===== config.mk =====
export PLATFORM = sky130hd
export DESIGN_NAME = ddc_iq_accumulator
export DESIGN_NICKNAME = d
export VERILOG_FILES = /design/src/rtl/ddc_acc_pkg.sv /design/src/rtl/ddc_acc_fifo.sv /design/src/rtl/ddc_iq_accumulator.sv
export SDC_FILE = /design/constraint.sdc
export NUM_CORES = 1
export LEC_CHECK = 0
export ABC_AREA = 1
export ABC_CLOCK_PERIOD_IN_PS = 7100
export BUFFER_PORTS_ARGS = -buffer_cell sky130_fd_sc_hd__buf_2
export CORE_MARGIN = 2
export CORE_UTILIZATION = 50
export DETAILED_ROUTE_END_ITERATION = 16
export PLACE_DENSITY = 0.67
export SYNTH_ARGS = -nofsm -noshare
export SYNTH_HDL_FRONTEND = slang
export SYNTH_SLANG_ARGS = --single-unit

===== constraint.sdc =====
create_clock -name s_axis_aclk -period 7.1 [get_ports s_axis_aclk]
set_clock_uncertainty 0.15 [all_clocks]
set_input_delay 0.355 -clock s_axis_aclk [delete_from_list [all_inputs] [get_ports s_axis_aclk]]
set_output_delay 0.355 -clock s_axis_aclk [all_outputs]
set_load 0.1 [all_outputs]

===== src/rtl/ddc_acc_pkg.sv =====
// Shared constants, lane structs and window-length clamp for the DDC I/Q
// boxcar accumulator.
package ddc_acc_pkg;

  localparam int DATA_WIDTH  = 32;
  localparam int LOG_MAX_ACC = 16;
  localparam int ACC_WIDTH   = DATA_WIDTH + LOG_MAX_ACC;

  // I occupies the LSBs, Q the MSBs, matching the 64-bit stream layout.
  typedef struct packed {
    logic signed [DATA_WIDTH-1:0] q;
    logic signed [DATA_WIDTH-1:0] i;
  } iq_t;

  typedef struct packed {
    logic signed [ACC_WIDTH-1:0] q;
    logic signed [ACC_WIDTH-1:0] i;
  } acc_t;

  // Window lengths beyond the accumulator headroom fall back to the maximum.
  function automatic logic [4:0] clamp_log2(input logic [4:0] v);
    return (v > 5'(LOG_MAX_ACC)) ? 5'(LOG_MAX_ACC) : v;
  endfunction

endpackage


===== src/rtl/ddc_acc_fifo.sv =====
// Two-entry in-order I/Q result buffer. A push while full is accepted only
// when a pop happens in the same cycle.
module ddc_acc_fifo
  import ddc_acc_pkg::*;
(
  input  logic i_clk,
  input  logic i_rst,
  input  logic i_push,
  input  iq_t  i_data,
  input  logic i_pop,
  output iq_t  o_head,
  output logic o_full,
  output logic o_empty
);

  iq_t        r_mem [2];
  logic       r_wr;
  logic       r_rd;
  logic [1:0] r_cnt;

  logic w_push;
  logic w_pop;

  assign w_pop   = i_pop && (r_cnt != 2'd0);
  assign w_push  = i_push && ((r_cnt != 2'd2) || w_pop);
  assign o_head  = r_mem[r_rd];
  assign o_full  = (r_cnt == 2'd2);
  assign o_empty = (r_cnt == 2'd0);

  // Storage, pointers and occupancy.
  always_ff @(posedge i_clk) begin
    if (i_rst) begin
      for (int unsigned k = 0; k < 2; k++) r_mem[k] <= '0;
      r_wr  <= 1'b0;
      r_rd  <= 1'b0;
      r_cnt <= 2'd0;
    end else begin
      if (w_push) begin
        r_mem[r_wr] <= i_data;
        r_wr        <= ~r_wr;
      end
      if (w_pop) r_rd <= ~r_rd;
      case ({w_push, w_pop})
        2'b10:   r_cnt <= r_cnt + 2'd1;
        2'b01:   r_cnt <= r_cnt - 2'd1;
        default: r_cnt <= r_cnt;
      endcase
    end
  end

endmodule


===== src/rtl/ddc_iq_accumulator.sv =====
// Accumulate-and-dump boxcar decimator for the DDC baseband I/Q stream.
// Averages 2^acc_log2 samples per window and emits one result per window
// through a 2-entry AXI-Stream buffer with a sticky drop flag.
// Optional macro DDC_ACC_ROUND_EN: round-half-up with positive saturation
// instead of a plain floor shift.
module ddc_iq_accumulator
  import ddc_acc_pkg::*;
#(
  parameter int CNT_WIDTH = 16
) (
  input  logic                 s_axis_aclk,
  input  logic                 rst,
  input  logic [63:0]          s_axis_tdata,
  input  logic                 s_axis_tvalid,
  input  logic                 resync,
  input  logic [4:0]           acc_log2,
  output logic [63:0]          m_axis_tdata,
  output logic                 m_axis_tvalid,
  input  logic                 m_axis_tready,
  output logic                 overflow,
  output logic [CNT_WIDTH-1:0] win_count
);

  localparam int SCW = LOG_MAX_ACC + 1;

  acc_t                 r_acc;
  logic [SCW-1:0]       r_cnt;
  logic [4:0]           r_shift;
  logic                 r_dump;
  logic                 r_overflow;
  logic [CNT_WIDTH-1:0] r_win_count;

  iq_t            w_in;
  acc_t           w_ext;
  logic           w_start;
  logic [4:0]     w_shift_eff;
  logic [SCW-1:0] w_cnt_inc;
  logic           w_last;
  iq_t            w_res;
  iq_t            w_head;
  logic           w_full;
  logic           w_empty;
  logic           w_pop;
  logic           w_push;
  logic           w_drop;

`ifdef DDC_ACC_ROUND_EN
  function automatic logic [DATA_WIDTH-1:0] dump_lane(
    input logic signed [ACC_WIDTH-1:0] s,
    input logic        [4:0]           sh
  );
    logic signed [ACC_WIDTH:0] bias;
    logic signed [ACC_WIDTH:0] t;
    bias = '0;
    if (sh != 5'd0) bias = (ACC_WIDTH+1)'(1) << (sh - 5'd1);
    t = ($signed({s[ACC_WIDTH-1], s}) + bias) >>> sh;
    // Rounding can only push upward, so only the positive limit is guarded.
    if (!t[ACC_WIDTH] && (|t[ACC_WIDTH-1:DATA_WIDTH-1]))
      return {1'b0, {(DATA_WIDTH-1){1'b1}}};
    return t[DATA_WIDTH-1:0];
  endfunction
`else
  function automatic logic [DATA_WIDTH-1:0] dump_lane(
    input logic signed [ACC_WIDTH-1:0] s,
    input logic        [4:0]           sh
  );
    logic signed [ACC_WIDTH-1:0] t;
    t = s >>> sh;
    return t[DATA_WIDTH-1:0];
  endfunction
`endif

  assign w_in    = s_axis_tdata;
  assign w_ext.i = {{LOG_MAX_ACC{w_in.i[DATA_WIDTH-1]}}, w_in.i};
  assign w_ext.q = {{LOG_MAX_ACC{w_in.q[DATA_WIDTH-1]}}, w_in.q};

  // A zero sample count means no window is open; resync forces a fresh one.
  assign w_start     = s_axis_tvalid && (resync || (r_cnt == '0));
  assign w_shift_eff = w_start ? clamp_log2(acc_log2) : r_shift;
  assign w_cnt_inc   = w_start ? SCW'(1) : r_cnt + SCW'(1);
  assign w_last      = (w_cnt_inc == (SCW'(1) << w_shift_eff));

  // Window sum, sample count and latched shift.
  always_ff @(posedge s_axis_aclk) begin
    if (rst) begin
      r_acc   <= '0;
      r_cnt   <= '0;
      r_shift <= '0;
      r_dump  <= 1'b0;
    end else begin
      r_dump <= s_axis_tvalid && w_last;
      if (s_axis_tvalid) begin
        r_shift <= w_shift_eff;
        r_acc.i <= w_start ? w_ext.i : r_acc.i + w_ext.i;
        r_acc.q <= w_start ? w_ext.q : r_acc.q + w_ext.q;
        r_cnt   <= w_last ? '0 : w_cnt_inc;
      end else if (resync) begin
        r_cnt <= '0;
      end
    end
  end

  // Dump is taken from the registered final sum in the cycle after the last
  // sample; a new window loading in that cycle only overwrites it at the edge.
  always_comb begin
    w_res   = '0;
    w_res.i = dump_lane(r_acc.i, r_shift);
    w_res.q = dump_lane(r_acc.q, r_shift);
  end

  assign w_pop  = m_axis_tvalid && m_axis_tready;
  assign w_push = r_dump && (!w_full || w_pop);
  assign w_drop = r_dump && w_full && !w_pop;

  ddc_acc_fifo u_fifo (
    .i_clk   (s_axis_aclk),
    .i_rst   (rst),
    .i_push  (w_push),
    .i_data  (w_res),
    .i_pop   (w_pop),
    .o_head  (w_head),
    .o_full  (w_full),
    .o_empty (w_empty)
  );

  // Sticky drop flag (a coincident drop beats resync) and window counter.
  always_ff @(posedge s_axis_aclk) begin
    if (rst) begin
      r_overflow  <= 1'b0;
      r_win_count <= '0;
    end else begin
      if (w_drop)      r_overflow <= 1'b1;
      else if (resync) r_overflow <= 1'b0;
      if (w_push) r_win_count <= r_win_count + 1'b1;
    end
  end

  assign m_axis_tdata  = w_head;
  assign m_axis_tvalid = !w_empty;
  assign overflow      = r_overflow;
  assign win_count     = r_win_count;

endmodule


### Word-level counts from Yosys, hierarchy flattened

Memories as Yosys holds them, arrays and structs flattened. A register that Yosys moved wholly into a read port is not among the register bits.
Cells that the tools add are included.

* bits in registers: 140
* RAM bits: 128
* output and inout port bits: 82
* word-level logic and storage cells: 70
* memories kept: 1

* $add $sub $neg: 6
* $lt $le $gt $ge: 1
* equal/unequal tests: 5
* shifts and indexed selects: 3
* muxes and demuxes: 21
* bitwise gates (word level): 2
* reduce and logical (&&, ||, !) cells: 21

Memory list
* u_fifo.r_mem: words 2, width 64, rd ports 1, clocked after Yosys merged registers in 1, wr ports 2, RTL line ddc_acc_fifo.sv:16 `iq_t r_mem [2];`

Operators by type and width (number)
* 48-bit by 32-bit adder with 48-bit output: 2
* 48-bit 2-to-1 mux: 2
* 48-bit by 5-bit >>> shifter with 32-bit output: 2
* 17-bit 2-to-1 mux: 4
* 64-bit 2-to-1 mux: 1
* 64-bit OR reduction: 1
* 17-bit by 1-bit adder with 17-bit output (second input constant): 1
* 17-bit equality test: 1
* 17-bit zero test: 1
* 1-bit by 5-bit left shift with 17-bit output (first input constant): 1
* 16-bit by 1-bit adder with 16-bit output (second input constant): 1
* 1-bit 2-to-1 mux: 11
* 5-bit 2-to-1 mux: 2
* 1-bit logical AND: 8
* 2-bit nonzero test: 4
* 5-bit > comparator (second input constant): 1
* 2-bit equality test (second input constant): 2
* 2-bit case mux with 2 select lines: 1
* 1-bit zero test: 3
* 1-bit logical OR: 3
* 2-bit by 1-bit adder with 2-bit output (second input constant): 1
* 2-bit by 1-bit equality test with 1-bit output (second input constant): 1
* 2-bit zero test: 1
* 2-bit != test (second input constant): 1
* 2 further kinds: 3

### Depth between registers and ports, before layout

* depth in word-level cells: 11
* depth in mapped cells: 24

### Hierarchy

A second synthesis with hierarchy kept.

* cells, all modules: 3361
* area, all modules: 22609.2 um^2

Modules (own cells, without submodules)
* ddc_iq_accumulator: instances 1, cells each 2914, area each 16600.9 um^2, sequential area each 2722.6 um^2
* ddc_acc_fifo: instances 1, cells each 447, area each 6008.3 um^2, sequential area each 3943.8 um^2

### Least setup slack after synthesis

OpenSTA, ideal clock, no wires.

* path type: input port to flip-flop
* start: input port m_axis_tready
* end: memory u_fifo.r_mem[1][0] (netlist bit), enable pin
* setup time: 0.688 ns
* arrival time: 2.542 ns
* setup slack: 3.720 ns
* stages: 8
* buffers on the path: 2
* path through: inv_1 -> nand3_1 -> nand2_1 -> inv_1 -> nand3_1 -> clkbuf_1 -> clkbuf_1 -> nand2_1

RTL lines
* start, declared: RTL line ddc_iq_accumulator.sv:19 `input logic m_axis_tready,`
* end, declared: RTL line ddc_acc_fifo.sv:16

### Worst setup path in the final report

* start: register r_shift[1]
* end: register r_cnt[14]

* word-level cells in the longest chain between the ends: 5

Ends and longest elaborated chain
* start, declared: RTL line ddc_iq_accumulator.sv:28 `logic [4:0] r_shift;`
* start signal, assigned: RTL line ddc_iq_accumulator.sv:93 `r_shift <= w_shift_eff;`
* 5-bit 2-to-1 mux: RTL line ddc_iq_accumulator.sv:79 `assign w_shift_eff = w_start ? clamp_log2(acc_log2) : r_shift;`
* 1-bit by 5-bit left shift with 17-bit output: RTL line ddc_iq_accumulator.sv:81 `assign w_last = (w_cnt_inc == (SCW'(1) << w_shift_eff));`
* 17-bit equality test: RTL line ddc_iq_accumulator.sv:81
* 17-bit 2-to-1 mux: RTL line ddc_iq_accumulator.sv:96 `r_cnt <= w_last ? '0 : w_cnt_inc;`
* 17-bit 2-to-1 mux: RTL line ddc_iq_accumulator.sv:92 `if (s_axis_tvalid) begin`
* end signal, assigned: RTL line ddc_iq_accumulator.sv:96
* end, declared: RTL line ddc_iq_accumulator.sv:27 `logic [SCW-1:0] r_cnt;`

Every way passes these cells.
A chain may end at the register's enable or synchronous reset.

==> run_results.csv <==
group,metric,value,unit
outcome,status,"complete, no violations",
global_route,grt_util_all_layers,31.2,%
route,antenna_left,0,
final_layout,layout-drive-gt1-share,10.2,%
global_route,grt_pass1_vias,21300,
timing,max_freq,267,MHz
synth,synth_most_common_cell,"nand2_1",
floorplan,die_height,214,um
route,drc_errors,0,
critical_path,critPathMaxFanout,88,
placed_design,hpwl,54900,um
global_route,grt_pass1_wl,117000,um
critical_path,cp.required,7.33,ns
power_and_ir_drop,p_int,3.31,mW
synth,ys_seq_area_share,30.1,%
floorplan,initial_utilization,50.4,%
timing,post-route-period-util,52.7,%
power_and_ir_drop,p_seq_share,33.6,%
timing,finalHoldViolations,0,
clock_network,clk_latency,0.54,ns
power_and_ir_drop,clockPowerShare,34.1,%
global_route,grt_overflow,0,
clock_network,cts.repair.resized,0,
route,vias,23400,
clock_network,hold_buffers,60,
route,drt_pass1_iterations,8,
synth,synth_seq_cells,269,
floorplan,io-pin-count,156,
synth,syn_nets,3524,
global_route,grt_max_degree,97,
route,wl_per_cell,18.1,um
final_layout,final_nets,3635,
synth,synth_area_leaders,"edfxtp_1 (17%), nand2_1 (15%), dfxtp_1 (13%)",
synth,synth_top_area_cell,"edfxtp_1",
power_and_ir_drop,p_leak,10.9,nW
floorplan,fp.dieW,214,um
power_and_ir_drop,powerDensity,213,nW/um^2
flow_run,maxCapViolations,0,
synth,synth-async-reset-ratio,0,%
timing,relSlewSlack,17.0,%
hold_path,hp-class,"input pin to flip-flop",
floorplan,core,43900,sq um
critical_path,crit_top_cell,"nand2_1",
route,avgViaCountPerCell,5.73,
critical_path,worstSetupStartpointType,"flip-flop",
timing,setup_viol,0,
critical_path,critical_path_arrival,3.97,ns
placed_design,gp_congestion,0.977,
clock_network,post-cts-setup-buffer-count,0,
timing,tightest_slew,1.24,ns
power_and_ir_drop,ir_worst_vdd,0.180,mV
timing,slew_viol_final,0,
critical_path,cp_num_buf_inv,3,
clock_network,cts_root_buffer,"clkbuf_16",
final_layout,syn_to_final_growth,12.8,%
synth,synthDominantCellAreaShare,17.4,%
power_and_ir_drop,pwr-share-comb,32.3,%
critical_path,worst-setup-path-type,"flip-flop to flip-flop",
power_and_ir_drop,power,5.33,mW
synth,synth_common_cells,"nand2_1 (892), nor2_1 (378), o21ai_0 (341)",
synth,syn_inst,3350,
critical_path,cp-end-kind,"flip-flop",
clock_network,cts_tree,"done",
timing,fin_crit,3.74,ns
placed_design,portBuffers,155,
final_layout,num_antenna_cells,0,
final_layout,fill_cells,4378,
critical_path,slowest_stage,"inv_2",
clock_network,cts_buffers,35,
route,wirelength,73900,um
critical_path,crit_path_max_incr_delay,0.63,ns
synth,synth.avg_cell_area,6.61,sq um
global_route,grt_antenna_before_repair,0,
clock_network,numClockSinks,269,
clock_network,clockBufferDepth,3,
timing,rsz0062_at_grt,"no",
synth,synth_edf_count,128,
timing,finalSetupTns,0,ns
power_and_ir_drop,p_switching,2.02,mW
critical_path,cpLargestDelayFamily,"buffers and inverters",
floorplan,rows,77,
final_layout,fin_util,56.9,%
synth,netlist_area,22100,sq um
clock_network,clk_pin_slew,0.06,ns
synth,ys_warn_count,0,
synth,dominantRegCellSynth,"dfxtp_1",
critical_path,cp_cell_sequence,"buf_4, inv_2, buf_4, nand2_1, nand2_1, nand2_1, nor2_1, nand2_1, xnor2_1, nand2_1, nor2_1, nand3_4, nand2_1, a21oi_1",
clock_network,htreeDepth,2,
synth,synth_cell_types,56,
floorplan,dieArea,46000,sq um
route,drt_iter0_markers,2320,
power_and_ir_drop,switching_share,38.0,%
-- stage by stage --
stage	instance area [sq um]	hold slack (ns)	setup slack [ns]	cells
finish	25000	0.0416	3.36	4078
CTS	25000	0.0173	3.42	4078
global placement	23200	0.277	3.52	3956
detailed placement	23200	0.298	3.43	3956
global route	25000	0.0558	3.03	4078
floorplan	22100	0.276	3.72	3350
-- flip-flops by register name, indices dropped and copies added, names as in the netlist, named ones only --
signal and cells:
win_count 16, u_fifo.r_wr 1, u_fifo.r_mem 128, u_fifo.r_cnt 2
r_shift 5, u_fifo.r_rd 1, r_cnt 17, overflow 1
r_acc 96, r_dump 1
-- final timing paths --
check                           slack, ns                endpoint  depth (start not counted)                startpoint
worst min-delay path                 0.04               flip-flop                          4             m_axis_tready
worst max register to register       3.36  r_cnt[14]$_SDFFE_PP0P_                         14   r_shift[1]$_SDFFE_PP0P_
worst max-delay path                 3.36  r_cnt[14]$_SDFFE_PP0P_                         14   r_shift[1]$_SDFFE_PP0P_
worst min register to register       0.31               flip-flop                          1  u_fifo.r_rd$_SDFFE_PP0P_
-- cells in the final DEF, fill, tap and decap left out, types with 5 or more instances in the layout --
cell and n:
ha_1 98, a21o_1 11, xor2_1 52, a21oi_2 8, inv_1 302, o21a_1 17, clkbuf_1 10, a22o_1 6
o22ai_1 12, or2_2 16, dlygate4sd3_1 60, buf_2 154, nand2_2 16, o21ai_0 341, o221ai_1 11, a22oi_1 6
nor4_1 12, a21oi_1 198, edfxtp_1 128, o211ai_1 13, dfxtp_2 5, nand3_1 206, mux2_2 64, nand4_1 16
nor2_1 377, mux2i_1 28, nand2_1 889, inv_2 7, a31oi_1 103, o21bai_1 18, dfxtp_1 135, nor3_1 22
clkinv_2 5, xnor2_1 21, nand3b_1 12, buf_4 19, clkbuf_16 37
-- layer usage --
| layer | vias to the layer above | share of wire, % | global-route usage, % | routed length, um |
|---|---|---|---|---|
| met5 | - | 0 | 0 | 0 |
| met4 | 0 | 2.0 | 8.15 | 1510 |
| met3 | 91 | 7.5 | 3.79 | 5540 |
| met2 | 907 | 42 | 46.4 | 31000 |
| met1 | 10900 | 49 | 47.6 | 35900 |
| li1 | 11500 | - | - | - |
-- layout make-up --
type | count | area, sq um | area share [%]
Tap cell | 592 | 741 | 2.96
Timing Repair Buffer | 233 | 1510 | 6.06
Inverter | 311 | 1170 | 4.69
Multi-Input combinational cell | 2611 | 13700 | 54.9
Clock buffer | 48 | 977 | 3.91
Sequential cell | 269 | 6680 | 26.7
Clock inverter | 14 | 190 | 0.761
-- tightest hold or removal path: cells and delay by family --
kind	cells	cell delay [ns]
compound gates	1	0.08
buf+inv	2	0.20
simple gates	1	0.05
-- logic make-up (layout without fill, tap and decap cells) --
family,after synthesis,count (layout),synth area share (%)
and+or+nand+nor,1584,1584,29.4
muxes,92,92,4.52
adders and majority gates,100,100,5.72
buffers and inverters,470,606,8.07
AOI/OAI and AO/OA,762,762,19.3
DFF,269,269,30.1
xor gates and xnor gates,73,73,2.89
-- power by group through the flow --
stage | clock network, mW | registers (mW) | logic (mW)
6_report | 1.82 | 1.79 | 1.72
4_1_cts | 1.85 | 1.78 | 1.70
2_1_floorplan | 0 | 1.78 | 1.27
5_1_grt | 1.91 | 1.79 | 1.88
3_3_place_gp | 0 | 1.81 | 1.66
3_5_place_dp | 0 | 1.82 | 1.66
Power figures use the tool's default switching activity.
